## src/rtl/seq_restoring_divider_if.sv

```systemverilog
// Handshake and operand/result bundle for the sequential restoring divider.
interface seq_restoring_divider_if #(
  parameter int unsigned WIDTH = 8
);
  logic             ld;
  logic [WIDTH-1:0] dividend;
  logic [WIDTH-1:0] divisor;
  logic             busy;
  logic             done;
  logic [WIDTH-1:0] quotient;
  logic [WIDTH-1:0] remainder;
  logic             div_by_zero;

  modport master (
    output ld, dividend, divisor,
    input  busy, done, quotient, remainder, div_by_zero
  );

  modport slave (
    input  ld, dividend, divisor,
    output busy, done, quotient, remainder, div_by_zero
  );
endinterface

```

## src/rtl/seq_restoring_divider.sv

```systemverilog
// Unsigned restoring divider: one quotient bit per clock, WIDTH iterations per operation.
module seq_restoring_divider #(
  parameter int unsigned WIDTH = 8
) (
  input logic                  clk,
  input logic                  rst,
  seq_restoring_divider_if.slave bus
);
  localparam int unsigned CW = $clog2(WIDTH + 1);

  typedef enum logic [1:0] {
    IDLE = 2'b00,
    CALC = 2'b01,
    DONE = 2'b10
  } state_t;

  state_t state, state_nxt;

  // The restored partial remainder is always below M, so its sign bit is
  // always zero; only the trial difference T carries the WIDTH+1 sign bit.
  logic [WIDTH-1:0] a;
  logic [WIDTH-1:0] q;
  logic [WIDTH-1:0] m;
  logic [CW-1:0]    cnt;

  logic [WIDTH:0]   a_shift;
  logic [WIDTH:0]   diff;
  logic             neg;
  logic [WIDTH-1:0] a_nxt;
  logic [WIDTH-1:0] q_nxt;
  logic             last_iter;

  always_comb begin
    a_shift   = {a, q[WIDTH-1]};
    diff      = a_shift - {1'b0, m};
    neg       = diff[WIDTH];
    a_nxt     = neg ? a_shift[WIDTH-1:0] : diff[WIDTH-1:0];
    q_nxt     = {q[WIDTH-2:0], ~neg};
    last_iter = (cnt == CW'(1));
  end

  always_ff @(posedge clk) begin
    if (rst) state <= IDLE;
    else     state <= state_nxt;
  end

  always_comb begin
    state_nxt = IDLE;
    bus.busy  = 1'b0;
    bus.done  = 1'b0;
    unique case (state)
      IDLE: state_nxt = bus.ld ? CALC : IDLE;
      CALC: begin
        bus.busy  = 1'b1;
        state_nxt = last_iter ? DONE : CALC;
      end
      DONE: begin
        bus.done  = 1'b1;
        state_nxt = IDLE;
      end
      default: state_nxt = IDLE;
    endcase
  end

  always_ff @(posedge clk) begin
    if (rst) begin
      a               <= '0;
      q               <= '0;
      m               <= '0;
      cnt             <= '0;
      bus.quotient    <= '0;
      bus.remainder   <= '0;
      bus.div_by_zero <= 1'b0;
    end else begin
      unique case (state)
        IDLE: begin
          if (bus.ld) begin
            a   <= '0;
            q   <= bus.dividend;
            m   <= bus.divisor;
            cnt <= CW'(WIDTH);
          end
        end
        CALC: begin
          a   <= a_nxt;
          q   <= q_nxt;
          cnt <= cnt - CW'(1);
          if (last_iter) begin
            bus.quotient    <= q_nxt;
            bus.remainder   <= a_nxt;
            bus.div_by_zero <= (m == '0);
          end
        end
        default: ;
      endcase
    end
  end
endmodule
```

## src/flat_wrapper.sv

```systemverilog
// flat-port wrapper written by rule: the top's interface ports become plain ports
module seq_restoring_divider_flat 
#(
  parameter int unsigned WIDTH = 8
)
  (clk, rst, bus_ld, bus_dividend, bus_divisor, bus_busy, bus_done, bus_quotient, bus_remainder, bus_div_by_zero);
  seq_restoring_divider_if #(.WIDTH(WIDTH)) bus_i ();
  input logic clk;
  input logic rst;
  input wire logic [$bits(bus_i.ld)-1:0] bus_ld;
  input wire logic [$bits(bus_i.dividend)-1:0] bus_dividend;
  input wire logic [$bits(bus_i.divisor)-1:0] bus_divisor;
  output wire logic [$bits(bus_i.busy)-1:0] bus_busy;
  output wire logic [$bits(bus_i.done)-1:0] bus_done;
  output wire logic [$bits(bus_i.quotient)-1:0] bus_quotient;
  output wire logic [$bits(bus_i.remainder)-1:0] bus_remainder;
  output wire logic [$bits(bus_i.div_by_zero)-1:0] bus_div_by_zero;
  assign bus_i.ld = bus_ld;
  assign bus_i.dividend = bus_dividend;
  assign bus_i.divisor = bus_divisor;
  assign bus_busy = bus_i.busy;
  assign bus_done = bus_i.done;
  assign bus_quotient = bus_i.quotient;
  assign bus_remainder = bus_i.remainder;
  assign bus_div_by_zero = bus_i.div_by_zero;
  seq_restoring_divider #(.WIDTH(WIDTH)) u_core (.clk(clk), .rst(rst), .bus(bus_i));
endmodule
```

## config.mk

```make
export PLATFORM = sky130hd
export DESIGN_NAME = seq_restoring_divider_flat
export DESIGN_NICKNAME = d
export VERILOG_FILES = /design/src/rtl/seq_restoring_divider_if.sv /design/src/rtl/seq_restoring_divider.sv /design/src/flat_wrapper.sv
export SDC_FILE = /design/constraint.sdc
export NUM_CORES = 1
export LEC_CHECK = 0
export BUFFER_PORTS_ARGS = -buffer_cell sky130_fd_sc_hd__buf_4
export CAP_MARGIN = 20
export CORE_MARGIN = 1.5
export CORE_UTILIZATION = 45
export CTS_CLUSTER_SIZE = 8
export DETAILED_ROUTE_END_ITERATION = 10
export PLACE_DENSITY = 0.72
export SYNTH_ARGS = -nofsm -noshare
export SYNTH_HDL_FRONTEND = slang
export SYNTH_SLANG_ARGS = --single-unit
```

## constraint.sdc

```tcl
create_clock -name clk -period 4.3 [get_ports clk]
set_clock_uncertainty 0.15 [all_clocks]
set_input_delay 0.645 -clock clk [delete_from_list [all_inputs] [get_ports clk]]
set_output_delay 0.645 -clock clk [all_outputs]
set_load 0.005 [all_outputs]
```

=== After elaboration in Yosys (flattened, before gate mapping) ===
Cells that the tools add are included.

* Input port bits: 19
* Word-level logic and storage cells: 33
* Bits in registers: 47
* Output and inout bits: 19

* Muxes and demuxes: 12
* Bitwise gates (word level): 1
* $add $sub $neg: 2
* Reductions and logical operators: 6
* Eq/ne operators: 4

{| class="wikitable"
|+ Operators by type and width
! kind !! number
|-
| case mux 8 bit (2 select lines) || 2
|-
| two-way mux 8 bit || 3
|-
| subtractor 9 x 8 -> 9 bit || 1
|-
| zero test 8 bit || 1
|-
| case mux 4 bit (2 select lines) || 1
|-
| AND reduction 2 bit || 3
|-
| == test 4 x 1 -> 1 bit (second input constant) || 1
|-
| two-way mux 4 bit || 1
|-
| case mux 2 bit (2 select lines) || 1
|-
| subtractor 4 x 1 -> 4 bit (second input constant) || 1
|-
| two-way mux 1 bit || 3
|-
| == test 2 x 1 -> 1 bit (second input constant) || 1
|-
| == test 2 bit (second input constant) || 1
|-
| zero test 2 bit || 1
|-
| two-way mux 2 bit || 1
|-
| != test 2 bit (second input constant) || 1
|-
| nonzero test 2 bit || 1
|-
| NOT 1 bit || 1
|}

=== Depth between registers and ports, before layout ===
* Depth in word-level cells: 3
* Gate-level depth with buffers: 10
* Mapped depth without buffers: 9

=== Worst setup path before layout ===
OpenSTA, ideal clock, no wires.

* Path kind: reg-to-reg
* Start point: register u_core.q[7]
* End point: register u_core.bus.remainder[0]
* Library setup time: 0.122 ns
* Required time: 4.028 ns
* Stages on the path, launching flop included: 11
* Data arrival time: 2.307 ns
* Setup slack: 1.720 ns
* Cell sequence: dfxtp_1 > inv_1 > ha_1 > inv_1 > fa_1 > a211oi_4 > o211ai_2 > a221oi_4 > buf_6 > nor4_1 > a311o_1

* Word-level cells in the longest chain between the ends: 2

{| class="wikitable"
|+ Ends and longest elaborated chain
! item !! RTL line !! text
|-
| start: declaration || seq_restoring_divider.sv:22 || <nowiki>logic [WIDTH-1:0] q;</nowiki>
|-
| start signal: assignment || seq_restoring_divider.sv:79 || <nowiki>q <= bus.dividend;</nowiki>
|-
| start signal: assignment || seq_restoring_divider.sv:86 || <nowiki>q <= q_nxt;</nowiki>
|-
| subtractor 9 x 8 -> 9 bit || seq_restoring_divider.sv:35 || <nowiki>diff = a_shift - {1'b0, m};</nowiki>
|-
| two-way mux 8 bit * || seq_restoring_divider.sv:37 || <nowiki>a_nxt = neg ? a_shift[WIDTH-1:0] : diff[WIDTH-1:0];</nowiki>
|-
| end signal: assignment || seq_restoring_divider.sv:90 || <nowiki>bus.remainder <= a_nxt;</nowiki>
|-
| end: declaration || seq_restoring_divider_if.sv:21 || <nowiki>output busy, done, quotient, remainder, div_by_zero</nowiki>
|}

Mark *: on every way between the ends. The rest lies on a longest branch, timed or not.
A chain may end at the register's enable or synchronous reset.

=== Final worst setup path ===
* Start point: register u_core.q[7]
* End point: register u_core.bus.remainder[7]

* Word-level cells in the longest chain between the ends: 2

{| class="wikitable"
|+ Ends and longest elaborated chain
! item !! RTL line
|-
| subtractor 9 x 8 -> 9 bit || seq_restoring_divider.sv:35
|-
| two-way mux 8 bit || seq_restoring_divider.sv:37
|}

No other way between the ends.

==> results list <==
* Run status: finished, final reports clean
- During placement, the flow inserted port buffers numbering 37.
- In the final layout, the multi-input gates occupy between 1000 and 1500 µm².
* Levels on crit path: 9
- Most used flip-flop cell after synthesis: sky130_fd_sc_hd__dfxtp_1
- Total power for the finished layout comes to between 1000 and 1500 µW.
- Cts bufs inserted: 5
- The analysis attributes to cell leakage a power of approximately 0.0011 µW.
* Number of distinct library cells after synthesis: 46
- Part of the cycle the worst path needs: 0.6813
- Cell type with the highest aggregate area in the netlist: sky130_fd_sc_hd__dfxtp_1
* Post-CTS Resized: 0
- Transition time of the tightest slew-check pin: roughly 1 ns
* Num rows: 25
* Normalized max-slew margin: 0.3465
- For this configuration, the core starts out at a cell density of 0.4742.
- Number of global-route vias before repair: between 1.5k and 2k
- The initial antenna violation count is 0.
- Summed over all layers, the routed wires come to 4.891 mm.
- The worst register-to-register path has a setup slack of between 1 and 1.5 ns.
- Mean number of vias per cell: around 5.3
- Core area: ~4800 µm²
- After filler insertion, the fill cell instance count of the layout stands at 452.
- Count of routing violations after the opening detailed-route iteration: 95
* Total global routing overflow: 0
* Cell type of the slowest stage on the worst timing path: sky130_fd_sc_hd__a221oi_4
- CTS tree: built
- The tool flagged a number of max-cap violations equal to 0.
* Setup Total Neg Slack: 0 ns
- The die is approximately 74 µm tall.
- Synthesis inferred 47 register bits.
* Critical path capture point: u_core.bus.remainder[7]$_SDFFE_PP0P_
- For the worst setup path, the data arrival time is roughly 3.0 ns.
- Share of final-layout standard cells stronger than drive strength 1: 0.1726
* Critical path required time: about 4.4 ns
- Number of DRC violations after detailed routing: 0
* Number of enable flip-flop cells after synthesis: 0
- The area growth from synthesis to layout is 18.52%.
- Post-Synthesis Net Count: 302
- For this design the ratio of total power to cell area is about 400 nW/µm².
- The clock passes through at most 2 buffers.
- After synthesis the cells add up to between 2000 and 2500 µm².
* WS Path Type: reg -> reg
- Largest net degree at the start of global routing: 42
- Antenna diode count: 0
- Top cell family by delay on the critical path: compound AO/OA/AOI/OAI gates
* Maximum ir drop on the vdd rail: between 0.0002 and 0.00025 V
* Min-delay worst type: reg -> reg
* Cells after Synth: 272
- STA classifies the critical path startpoint as a flop.
- The number of buffers and inverters on the critical path is 2.
* Number of I/O pins: 38
- DPL Wire Length: roughly 3.5 mm
- The sequential cells in the finished layout cover a total of between 900 and 1000 µm².
- The floorplan step defined a die boundary enclosing approximately 5500 µm².
* Number of endpoints with negative hold slack in the final report: 0
- After clock tree synthesis, the flow added hold-fix buffers numbering 0.
- The first TritonRoute pass finished after 4 iterations.
* CP peak stage delay: between 0.7 and 0.8 ns
- After synthesis, the share of flip-flops with an asynchronous set or reset is 0.
- The critical path goes through inv_1 -> ha_1 -> inv_1 -> fa_1 -> a211oi_4 -> o211ai_2 -> a221oi_4 -> o21ai_1 -> a311oi_1.
* Share of the yosys chip area belonging to registers: 0.4146
- The H-tree generated during clock tree synthesis spans 2 levels.
* Global-route total usage across every layer: 0.1875
- The clock net in this run drives a total of 47 sinks.
- Final slew viol count: 0
* Origin of the critical flop-to-flop path: u_core.q[7]$_SDFFE_PP0P_
* Period minus WS final: between 2 and 3 ns
- Beginning of the critical path: u_core.q[7]$_SDFFE_PP0P_
- Cell types with the largest area share after synthesis: sky130_fd_sc_hd__dfxtp_1 (41%), sky130_fd_sc_hd__nand2_1 (8.9%), sky130_fd_sc_hd__a21oi_1 (7.3%)
* Top cells by count, synth: sky130_fd_sc_hd__nand2_1 (54), sky130_fd_sc_hd__dfxtp_1 (47), sky130_fd_sc_hd__a21oi_1 (33)
* Category of the worst setup path capture point: flop
- Global-route wire length before repair: about 7.9 mm
- The most numerous cell type found on the critical path is sky130_fd_sc_hd__inv_1.
- Buffers inserted during post-CTS setup optimization: 0
- The endpoint identified for the worst register-to-register timing path is u_core.bus.remainder[7]$_SDFFE_PP0P_.
- Yosys Warn Count: 0
- Setup violations remaining at the end of the flow were counted as 0.
- Clock Tree Root: sky130_fd_sc_hd__clkbuf_8
- In this run the worst path has a maximum fanout of 16.
- Static timing analysis puts the maximum clock frequency at between 300 and 400 MHz.
* Most repeated cell in the gate-level netlist after synthesis: sky130_fd_sc_hd__nand2_1
* Post-DRT Antenna Nets: 0
- The clock reaches the later pin of the worst-skew pair after 0.30 ns.
- Setup repair after global routing left no endpoint under its margin.
- Routability congestion estimate: between 0.8 and 0.9
- Path depth of the worst reg2reg path: 9
- Of the post-synthesis cell area, the dominant cell type holds 0.4146.
* Final net count: about 340
- Synthesized area per cell: 8.344 µm²
- Mean routed wirelength per cell: roughly 13 µm
- Clock input transition at the sequential cells of the worst setup and hold paths: around 0.09 ns
- Detailed-route via count: between 1.5k and 2k
- Die X: around 74 µm
## worst min path at each step
stage                                        startpoint                                   to  slack [ns]  depth (start not counted)
floorplan                    u_core.cnt[3]$_SDFFE_PP0P_           u_core.cnt[3]$_SDFFE_PP0P_        0.29                          1
detailed placement  u_core.bus.quotient[2]$_SDFFE_PP0P_  u_core.bus.quotient[2]$_SDFFE_PP0P_        0.30                          2
finish              u_core.bus.quotient[5]$_SDFFE_PP0P_  u_core.bus.quotient[5]$_SDFFE_PP0P_        0.31                          2
global placement    u_core.bus.quotient[2]$_SDFFE_PP0P_  u_core.bus.quotient[2]$_SDFFE_PP0P_        0.30                          2
global route        u_core.bus.quotient[4]$_SDFFE_PP0P_  u_core.bus.quotient[4]$_SDFFE_PP0P_        0.33                          2
CTS                 u_core.bus.quotient[2]$_SDFFE_PP0P_  u_core.bus.quotient[2]$_SDFFE_PP0P_        0.31                          2
## per-layer routing
layer,GRT usage,share of wire
met5,0,0
met4,0.06379,0.017
met3,0.05285,0.041
met2,0.2748,0.45
met1,0.2642,0.49
## worst min-delay path: stages (launching register included)
cell and delay [ns]:
sky130_fd_sc_hd__dfxtp_1 0.32, sky130_fd_sc_hd__nand2_1 0.05, sky130_fd_sc_hd__a21oi_1 0.05
## cell usage in the layout, fill, tap and decap left out, drive strengths merged, types with 5 or more instances in the layout
cell type and n:
buf 38, nand3 5, o21ai 9, nand2 54, o211ai 5, a22oi 8, nor2 20, mux2i 7
a211oi 8, inv 15, a21oi 34, clkbuf 8, dfxtp 47, ha 10
## cells by family (layout without fill, tap and decap cells)
group / count (synthesis) / in the layout / share of synthesized area
XOR/XNOR: 4 / 4 / 0.01544
adder cells (fa/ha/maj): 11 / 11 / 0.06395
AND/OR/NAND/NOR: 98 / 98 / 0.1891
AO/OA/AOI/OAI: 78 / 78 / 0.2382
buffers and inverters: 27 / 62 / 0.04796
multiplexers: 7 / 7 / 0.03087
flip-flops: 47 / 47 / 0.4146
## area by class of cell
cell class | count | area share
multi-input cells | 198 | 0.4535
clock buffers | 8 | 0.03721
flip-flops and latches | 47 | 0.3498
repair buffers | 38 | 0.1060
inverters | 16 | 0.02233
well taps | 67 | 0.03116
## power breakdown
group          switching, µW  internal, µW
Sequential              22.5           461
Combinational            173           131
Clock                    145           147
Total                    341           739
## state kept, by name, summed over array words and instances (netlist names)
signal and flops:
u_core.cnt 4, u_core.q 8, u_core.m 8, u_core.bus.remainder 8, u_core.bus.quotient 8, u_core.a 8
u_core.state 2, u_core.bus.div_by_zero 1
## metrics by stage
stage	utilization	setup slack (ns)	cells	instance area [µm²]	hold WS, ns
after detailed placement	0.5412	1.382	366	2590	0.2971
after global routing	0.5621	1.161	374	2690	0.3319
after global placement	0.5412	1.433	366	2590	0.2970
after floorplan	-	1.720	272	2270	0.2938
after CTS	0.5621	1.351	374	2690	0.3088
final	0.5621	1.371	374	2690	0.3072
Power figures use the tool's default switching activity.
